==> src/rtl/control_pkg.sv <==
// Shared definitions for the ARM-subset control path: ALU op codes, opcode
// classes, condition codes, run states and the condition-pass function.
package control_pkg;

  localparam int FLAG_W = 5;

  typedef enum logic [3:0] {
    ALU_ADD = 4'b0000,
    ALU_SUB = 4'b0001,
    ALU_AND = 4'b0010,
    ALU_ORR = 4'b0011
  } alu_op_t;

  localparam logic [1:0] OP_DP  = 2'b00;
  localparam logic [1:0] OP_MEM = 2'b01;
  localparam logic [1:0] OP_BR  = 2'b10;
  localparam logic [1:0] OP_UND = 2'b11;

  typedef enum logic [3:0] {
    COND_EQ, COND_NE, COND_CS, COND_CC, COND_MI, COND_PL, COND_VS, COND_VC,
    COND_HI, COND_LS, COND_GE, COND_LT, COND_GT, COND_LE, COND_AL, COND_NV
  } cond_t;

  typedef enum logic [1:0] {
    ST_START,
    ST_RUN,
    ST_HALT
  } run_state_t;

  // nzcv packs the flags as {N, Z, C, V}.
  function automatic logic cond_pass(input cond_t c, input logic [3:0] nzcv);
    logic n, z, cf, v;
    {n, z, cf, v} = nzcv;
    case (c)
      COND_EQ: return z;
      COND_NE: return !z;
      COND_CS: return cf;
      COND_CC: return !cf;
      COND_MI: return n;
      COND_PL: return !n;
      COND_VS: return v;
      COND_VC: return !v;
      COND_HI: return cf && !z;
      COND_LS: return !cf || z;
      COND_GE: return n == v;
      COND_LT: return n != v;
      COND_GT: return !z && (n == v);
      COND_LE: return z || (n != v);
      COND_AL: return 1'b1;
      default: return 1'b0;
    endcase
  endfunction

endpackage

==> src/rtl/cond_check.sv <==
// Flag register, run-state FSM and condition gating of the raw decode enables.
module cond_check
  import control_pkg::*;
(
  input  logic              clk,
  input  logic              rst,
  input  logic [3:0]        cond,
  input  logic              undef,
  input  logic [3:0]        nzcv_in,
  input  logic              reg_write_raw,
  input  logic              mem_write_raw,
  input  logic              branch_raw,
  input  logic              flag_write_raw,
  input  logic              cv_write,
  input  logic              rd_is_pc,
  output logic              reg_write,
  output logic              mem_write,
  output logic              pc_src,
  output logic              halted
);

  run_state_t state;
  logic [3:0] nzcv;
  logic       cond_ex;

  // Reset gates immediately, so a reset mid-program kills this cycle's writes.
  assign cond_ex   = cond_pass(cond_t'(cond), nzcv) && (state == ST_RUN) && !rst;
  assign reg_write = reg_write_raw && cond_ex;
  assign mem_write = mem_write_raw && cond_ex;
  assign pc_src    = (branch_raw || (reg_write_raw && rd_is_pc)) && cond_ex;

  // NOTE: every register here is assigned with <= so all updates see the
  // pre-edge values, regardless of statement order.
  always_ff @(posedge clk) begin
    if (rst) begin
      state  <= ST_START;
      halted <= 1'b0;
      nzcv   <= 4'b0000;
    end else begin
      case (state)
        ST_START: state <= ST_RUN;
        ST_RUN: begin
          if (undef) begin
            state  <= ST_HALT;
            halted <= 1'b1;
          end
        end
        default: state <= ST_HALT;
      endcase
      if (flag_write_raw && cond_ex) begin
        nzcv[3:2] <= nzcv_in[3:2];
        if (cv_write) nzcv[1:0] <= nzcv_in[1:0];
      end
    end
  end

endmodule

==> src/rtl/control_unit.sv <==
// Control unit for the single-cycle ARM-subset datapath: main/ALU decode plus
// condition-gated strobes. Optional CMP/TST decode: define CONTROL_UNIT_CMP_EN.
module control_unit
  import control_pkg::*;
(
  input  logic              clk,
  input  logic              rst,
  input  logic [3:0]        cond,
  input  logic [1:0]        op,
  input  logic [5:0]        funct,
  input  logic [3:0]        rd,
  input  logic [FLAG_W-1:0] alu_flags,
  output logic              pc_src,
  output logic              mem_to_reg,
  output logic              mem_write,
  output logic [3:0]        alu_control,
  output logic              alu_src,
  output logic              reg_write,
  output logic [1:0]        reg_src,
  output logic              halted
);

  alu_op_t alu_op, dp_alu;
  logic    dp_reg_write, dp_flag_force;
  logic    reg_write_raw, mem_write_raw, branch_raw, flag_write_raw, undef;
  logic    cv_write;
  logic    unused_flag_bit;

  assign unused_flag_bit = alu_flags[0];

  // NOTE: each always_comb assigns defaults first so no path leaves a
  // variable unassigned and no latch is inferred.
  always_comb begin
    dp_alu        = ALU_ADD;
    dp_reg_write  = 1'b0;
    dp_flag_force = 1'b0;
    case (funct[4:1])
      4'b0100: begin dp_alu = ALU_ADD; dp_reg_write = 1'b1; end
      4'b0010: begin dp_alu = ALU_SUB; dp_reg_write = 1'b1; end
      4'b0000: begin dp_alu = ALU_AND; dp_reg_write = 1'b1; end
      4'b1100: begin dp_alu = ALU_ORR; dp_reg_write = 1'b1; end
`ifdef CONTROL_UNIT_CMP_EN
      4'b1010: begin dp_alu = ALU_SUB; dp_flag_force = 1'b1; end
      4'b1000: begin dp_alu = ALU_AND; dp_flag_force = 1'b1; end
`endif
      default: begin dp_alu = ALU_ADD; dp_reg_write = 1'b0; end
    endcase
  end

  always_comb begin
    alu_op         = ALU_ADD;
    alu_src        = 1'b0;
    reg_src        = 2'b00;
    mem_to_reg     = 1'b0;
    reg_write_raw  = 1'b0;
    mem_write_raw  = 1'b0;
    branch_raw     = 1'b0;
    flag_write_raw = 1'b0;
    undef          = 1'b0;
    case (op)
      OP_DP: begin
        alu_op         = dp_alu;
        alu_src        = funct[5];
        reg_src        = {funct[5], 1'b0};
        reg_write_raw  = dp_reg_write;
        flag_write_raw = funct[0] | dp_flag_force;
      end
      OP_MEM: begin
        alu_src       = 1'b1;
        reg_src[1]    = 1'b1;
        mem_to_reg    = funct[0];
        reg_write_raw = funct[0];
        mem_write_raw = !funct[0];
      end
      OP_BR: begin
        alu_src    = 1'b1;
        reg_src    = 2'b01;
        branch_raw = 1'b1;
      end
      default: undef = 1'b1;
    endcase
  end

  assign alu_control = alu_op;
  // Logical ops leave carry and overflow untouched.
  assign cv_write    = (alu_op == ALU_ADD) || (alu_op == ALU_SUB);

  cond_check u_cond_check (
    .clk            (clk),
    .rst            (rst),
    .cond           (cond),
    .undef          (undef),
    .nzcv_in        (alu_flags[4:1]),
    .reg_write_raw  (reg_write_raw),
    .mem_write_raw  (mem_write_raw),
    .branch_raw     (branch_raw),
    .flag_write_raw (flag_write_raw),
    .cv_write       (cv_write),
    .rd_is_pc       (rd == 4'hF),
    .reg_write      (reg_write),
    .mem_write      (mem_write),
    .pc_src         (pc_src),
    .halted         (halted)
  );

endmodule

==> config.mk <==
export PLATFORM = sky130hd
export DESIGN_NAME = control_unit
export DESIGN_NICKNAME = d
export VERILOG_FILES = /design/src/rtl/control_pkg.sv /design/src/rtl/cond_check.sv /design/src/rtl/control_unit.sv
export SDC_FILE = /design/constraint.sdc
export NUM_CORES = 1
export LEC_CHECK = 0
export CORE_MARGIN = 4
export CORE_UTILIZATION = 55
export DETAILED_ROUTE_END_ITERATION = 10
export DONT_BUFFER_PORTS = 1
export HOLD_SLACK_MARGIN = 0.1
export PLACE_DENSITY = 0.7
export SLEW_MARGIN = 20
export SYNTH_ARGS = -nofsm -noshare
export SYNTH_HDL_FRONTEND = slang
export SYNTH_HIERARCHICAL = 1
export SYNTH_SLANG_ARGS = --single-unit
==> constraint.sdc <==
create_clock -name clk -period 6.78 [get_ports clk]
set_input_delay 2.034 -clock clk [delete_from_list [all_inputs] [get_ports clk]]
set_output_delay 2.034 -clock clk [all_outputs]
set_load 0.03 [all_outputs]
==> metrics <==
GRT Overall Usage=18.57%; CTS buffer count=3; Max VDD drop=0.0001142 V; Slew HR=40.04%; Slowest-stage cell, CP=or4_4; CP bufs+invs=1; first-pass GRT wire length=2.753 mm; Critical Path End Type=primary output; Fmax=169.6 MHz; Synth Area per Inst=8.296 sq um; number of remaining DRC errors=0; WP data arrival=3.86 ns; Final Cycle Share=86.97%; Resize count post-CTS=0; via-per-instance ratio=6.179; Hold Vio Cnt, Final=0; Max Slew Vio Count=0; initial core utilization=58.65%; fin nets=119; core box area=1301 sq um; Tightest Pin Transition=0.8926 ns; Critical Path RT=4.75 ns; count of state elements after synthesis=7; reg2reg path depth=6; Inserted Diodes=0; Setup Crit Path Kind=in -> out; Top Ports=35; area leader, netlist=dfxtp_1; worst hold path class=reg -> reg; share of the synthesized area in the top cell type=18.36%; CTS max path bufs=2; CP Depth=6; crit start category=input port; met3 Use GR=4.382%; max incr delay on CP=0.52 ns; GPL Wtd Cong=0.7181; post-CTS repair timing setup buffer count=0; DRT iter0 DRCs=21; gr busiest metal=met2; Ys Warns=6; Synth cell types=42; Vias=655; total grt overflow=0; IO Port Bufs=0; status=complete, no violations; Chip Height=45.25 um; design area=778.2 sq um; root buf cell=clkbuf_4; P&R area growth vs syn=1.967%; Cell Chain, Critical Path=or4b_1 -> and4_1 -> or4_4 -> o211ai_4 -> inv_2 -> nor2_1; Worst-Skew Late Latency=0.25 ns; CTS Hold Bufs=0; HPWL after DPL=1.294 mm; met2 usage=29.66%; vias in the first global route=651; # Max-Cap Violations=0; Detail Route Antenna Nets=0; Detailed Route WL=1.701 mm; pin count of the biggest net entering global routing=16; routed wire length per instance=16.05 um; antenna violations before repair=0; share of post-route cells with drive strength above 1=12.09%; unrepaired setup endpoints after global routing=false; Gate Count Post-Synth=92; Global Route met1 Usage=21.34%; post-layout min period=5.897 ns; CP top delay family=simple AND/OR/NAND/NOR gates; Post-Route Setup TNS=0 ns; FP Rows=13; First-pass DRT Iterations=7; Worst Path Max Fanout=15; clock slew at reported path FFs=0.05 ns; CTS tree=yes; die area=2048 sq um; worst hold stages=2; Area contributors post-synth=dfxtp_1, ha_1, a21oi_1; placed cell area=752.0 sq um; sequential area share after synthesis=18.36%; Hold WS=0.5135 ns; PwrDens=138.7 nW/um^2; Pleak=0.3122 nW; Setup violations, final=0; chip width=45.25 um; post-route clock skew=0.002488 ns; Mapped Area=763.2 sq um; htree depth=1; clock sink total=7
-- per-stage QoR --
| step | setup slack, ns | instances | util (%) | power [W] |
|---|---|---|---|---|
| 2_1_floorplan | 0.9610 | 93 | - | 0.00007140 |
| 3_3_place_gp | 0.9044 | 102 | 57.79 | 0.00007058 |
| 3_5_place_dp | 0.8789 | 102 | 57.79 | 0.00007125 |
| 4_1_cts | 0.8795 | 106 | 59.81 | 0.0001098 |
| 5_1_grt | 0.8260 | 106 | 59.81 | 0.0001148 |
| 6_report | 0.8832 | 106 | 59.81 | 0.0001079 |
-- tightest hold or removal path: cells and delay by family, from the launching register on --
kind	cells	cell delay, ns
flip-flops	1	0.35
AND/OR/NAND/NOR	1	0.07
AO/OA/AOI/OAI	1	0.06
-- registers in the layout, indices dropped and copies added, names as in the netlist --
| signal | cells |
|---|---|
| u_cond_check/halted | 1 |
| u_cond_check/nzcv | 4 |
| u_cond_check/state | 2 |
-- cell families after synthesis --
family                     Yosys count  share of synthesized area, %
buffers and inverters               11                         6.884
other                                1                        0.4913
and+or+nand+nor                     43                         39.18
adders and majority gates            4                         6.558
muxes                                5                         8.033
DFF                                  7                         18.36
xor gates and xnor gates             2                         2.296
AOI/OAI and AO/OA                   19                         18.20
-- path summary, 6_finish.rpt --
path | startpoint | to | slack, ns
setup / recovery | cond[2] | pc_src | 0.88
hold / removal | u_cond_check/state[1] | u_cond_check/state[1] | 0.51
setup reg to reg | u_cond_check/nzcv[3] | u_cond_check/nzcv[2] | 4.47
hold reg to reg | u_cond_check/state[1] | u_cond_check/state[1] | 0.51
-- power breakdown --
part | switching [W] | internal [W] | leakage (nW)
sequential | 0.00000240 | 0.0000428 | 0.0571
combinational | 0.0000153 | 0.0000102 | 0.240
clock | 0.0000148 | 0.0000224 | 0.0150
total | 0.0000325 | 0.0000754 | 0.312
-- area by class of cell --
| class | instances | area (sq um) |
|---|---|---|
| Tap cell | 15 | 18.77 |
| Sequential cell | 7 | 140.1 |
| Clock buffer | 4 | 26.28 |
| Multi-Input combinational cell | 75 | 574.3 |
| Fill cell | 135 | 523.0 |
| Inverter | 5 | 18.77 |
-- per-layer routing --
| metal | wire [um] | share of wire (%) | up-vias |
|---|---|---|---|
| met1 | 676 | 40 | 305 |
| met4 | 16 | 0.94 | 0 |
| li1 | - | - | 332 |
| met5 | 0 | 0 | - |
| met3 | 107 | 6.3 | 2 |
| met2 | 900 | 53 | 16 |
-- cells in the final DEF (no fill, tap or decap), drive strengths merged --
cell type,instances
a21oi,9
o211ai,1
dfxtp,7
inv,5
mux2i,2
ha,4
nor3,1
nor4b,1
nor2,5
and2,5
nand4b,2
xnor2,1
or4b,1
clkbuf,4
or3b,2
a31oi,2
xor2,1
mux2,3
nand2,2
nand3b,3
and4,2
or3,1
nor3b,1
and3b,2
nand4,2
a21o,1
nand2b,5
nor2b,5
a2111oi,1
or4,2
o21bai,1
a31o,2
conb,2
nor4bb,1
o31ai,1
a211oi,1
-- cells in the mapped netlist (all sizes together) --
| cell type | number |
|---|---|
| a2111oi | 1 |
| a211oi | 1 |
| a21o | 1 |
| a21oi | 9 |
| a31o | 2 |
| a31oi | 2 |
| and2 | 5 |
| and3b | 2 |
| and4 | 2 |
| buf | 3 |
| clkbuf | 3 |
| conb | 1 |
| dfxtp | 7 |
| ha | 4 |
| inv | 5 |
| mux2 | 3 |
| mux2i | 2 |
| nand2 | 2 |
| nand2b | 5 |
| nand3b | 3 |
| nand4 | 2 |
| nand4b | 2 |
| nor2 | 5 |
| nor2b | 5 |
| nor3 | 1 |
| nor3b | 1 |
| nor4b | 1 |
| nor4bb | 1 |
| o211ai | 1 |
| o21bai | 1 |
| o31ai | 1 |
| or3 | 1 |
| or3b | 2 |
| or4 | 2 |
| or4b | 1 |
| xnor2 | 1 |
| xor2 | 1 |
Note: power is estimated with default switching activity, not from simulation.
==> patch: new RTL, same settings <==
Encoding of `run_state_t`: now one-hot (3 bits for 3 states).
--- a/src/rtl/control_pkg.sv
+++ b/src/rtl/control_pkg.sv
@@ -21,10 +21,10 @@
     COND_HI, COND_LS, COND_GE, COND_LT, COND_GT, COND_LE, COND_AL, COND_NV
   } cond_t;
 
-  typedef enum logic [1:0] {
-    ST_START,
-    ST_RUN,
-    ST_HALT
+  typedef enum logic [2:0] {
+    ST_START = 3'b001,
+    ST_RUN   = 3'b010,
+    ST_HALT  = 3'b100
   } run_state_t;
 
   // nzcv packs the flags as {N, Z, C, V}.
Check against the original RTL: same outputs for any inputs over 10 cycles, from zero or initial values and one cycle with rst high; not proved beyond that.
==> patch against the original RTL <==
  * Utilization rose by 1.2 points
  * Sequential cell count grew 1
  * Worst setup slack gained 0.36 ns
  * Total power down 1.0%
  * Final area is 8.4% higher
  * First-iteration DRC count decreased by 81%
  * Wire length fell by 2.6%
  * Area after synthesis rose by 12%
  * Synthesized cell count rose by 17%
  * Critical endpoint unchanged
  * Largest cell class unchanged
==> patch: results (changes against the original RTL) <==
• **result of the run** finished, final reports clean, unchanged
• **average detailed-routed wire length per instance** 14.0 µm, was 16.0 µm
• **Ys Warns** 6, unchanged
• **H-tree depth** 1, unchanged
• **clock insertion delay at the later pin of the skew report** 0.25 ns, about the same
• **Final Net Count** 132, was 119
• **vias** 721, was 655
• **highest fanout seen on the critical path** 13, was 15
• **Synth Flop Type** dfxtp_1, unchanged
• **cell types with the highest counts after synthesis** 12 x nor2_1, 8 x a21oi_1, 8 x dfxtp_1, 6 x inv_1, was 8 x a21oi_1, 7 x dfxtp_1
• **Internal** 0.0778 mW, was 0.0754 mW
• **measured slew at the worst slew-check pin** 0.886 ns, was 0.893 ns
• **Post CTS Setup Buffer Count** 0, unchanged
• **number of cells upsized or downsized after cts** 0, unchanged
• **proportion of layout cells with a drive suffix above 1** 0.136, was 0.121
• **number of library cell types mapped by synthesis** 48, was 42
• **Largest regs** u_cond_check/nzcv (4), u_cond_check/state (3), u_cond_check/halted (1), was u_cond_check/nzcv (4), u_cond_check/state (2), u_cond_check/halted (1)
• **1st-pass router iterations** 4, was 7
• **HPWL after DPL** 1.35 mm, was 1.29 mm
• **total placed instance area** 821 µm², was 752 µm²
• **master cell of the clock root buffer** clkbuf_4, unchanged
• **IR drop worst, VDD** 0.129 mV, was 0.114 mV
• **main area contributors after synthesis** dfxtp_1 19%, ha_1 5.8%, mux2i_1 5.8%, was dfxtp_1 18%, ha_1 6.6%, a21oi_1 5.2%
• **count of buffers from port buffering** 0, unchanged
• **pin count of the biggest net entering global routing** 15, was 16
• **routability-driven placement congestion ratio** 0.766, was 0.718
• **global routing usage summed across all routing layers** 0.179, was 0.186
• **global-route wire length before repair** 2.82 mm, was 2.75 mm
• **TritonCTS buffer count** 3, unchanged
• **skew final** 0.00227 ns, was 0.00249 ns
• **clock-pin transition on the worst setup and hold timing paths** 0.05 ns, about the same
• **Leak** 0.325 nW, was 0.312 nW
• **WP data arrival** 3.50 ns, was 3.86 ns
• **detailed router's first-iteration violation count** 4, was 21
• **number of antenna repair diodes** 0, unchanged
• **Longest Clk Path Bufs** 2, unchanged
• **number of antenna violations at the first check in global routing** 0, unchanged
• **post-synthesis sequential area ratio** 0.187, was 0.184
• **worst setup slack after placement** 1.25 ns, was 0.879 ns
• **vias in the first global route** 669, was 651
## patch: changes by cell type after synthesis, moves of 3 or more
cell and change:
nor2_1 +7, nor2b_1 -4, and2_1 -3, and3_1 +3
mux2i_1 +3, nand3_1 +3, o21ai_0 +3
## patch: metal layers
metal,vias up,part of all wire,GRT usage
met4,0,0.023,0.133
met1,325,0.44,0.216
met3,4,0.053,0.0226
met2,17,0.48,0.289
met5,-,0,0
li1,375,-,-
## patch: final timing paths
kind / start / endpoint / slack, ns / cells after the start
worst max-delay path: cond[2] / pc_src / 1.25 / 6
worst min-delay path: u_cond_check/state[2] / u_cond_check/state[1] / 0.48 / 1
worst max register to register: u_cond_check/nzcv[3] / u_cond_check/nzcv[0] / 5.01 / 6
worst min register to register: u_cond_check/state[2] / u_cond_check/state[1] / 0.48 / 1
## patch: cell type report
type | count | area [µm²]
fillers | 142 | 539
multi-input cells | 86 | 619
inverters | 6 | 22.5
flip-flops and latches | 8 | 160
clock buffers | 3 | 22.5
well taps | 15 | 18.8
## patch: metrics by stage
step / cells / total power, mW
global route: 118 / 0.116
detailed placement: 115 / 0.0736
finish: 118 / 0.107
global placement: 115 / 0.0727
CTS: 118 / 0.109
floorplan: 109 / 0.0766
## patch: worst max-delay path: stages
cell and delay (ns):
or4b_1 0.46, a31oi_1 0.18, o21ai_2 0.11, nand2_1 0.08, o311ai_1 0.14, nor2_1 0.49
## patch: power by group through the flow
| stage | combinational, mW | clock [mW] | sequential, mW |
|---|---|---|---|
| 2_1_floorplan | 0.0263 | 0 | 0.0503 |
| 3_3_place_gp | 0.0223 | 0 | 0.0505 |
| 3_5_place_dp | 0.0231 | 0 | 0.0505 |
| 4_1_cts | 0.0231 | 0.0363 | 0.0496 |
| 5_1_grt | 0.0255 | 0.0407 | 0.0498 |
| 6_report | 0.0229 | 0.0342 | 0.0496 |
## patch: kinds of logic after synthesis
group	count (synthesis)	synth area share
xor gates and xnor gates	2	0.0204
muxes	6	0.0715
and+or+nand+nor	48	0.353
DFF	8	0.187
AOI/OAI and AO/OA	24	0.210
other	1	0.00438
buffers and inverters	15	0.0949
adders and majority gates	4	0.0584
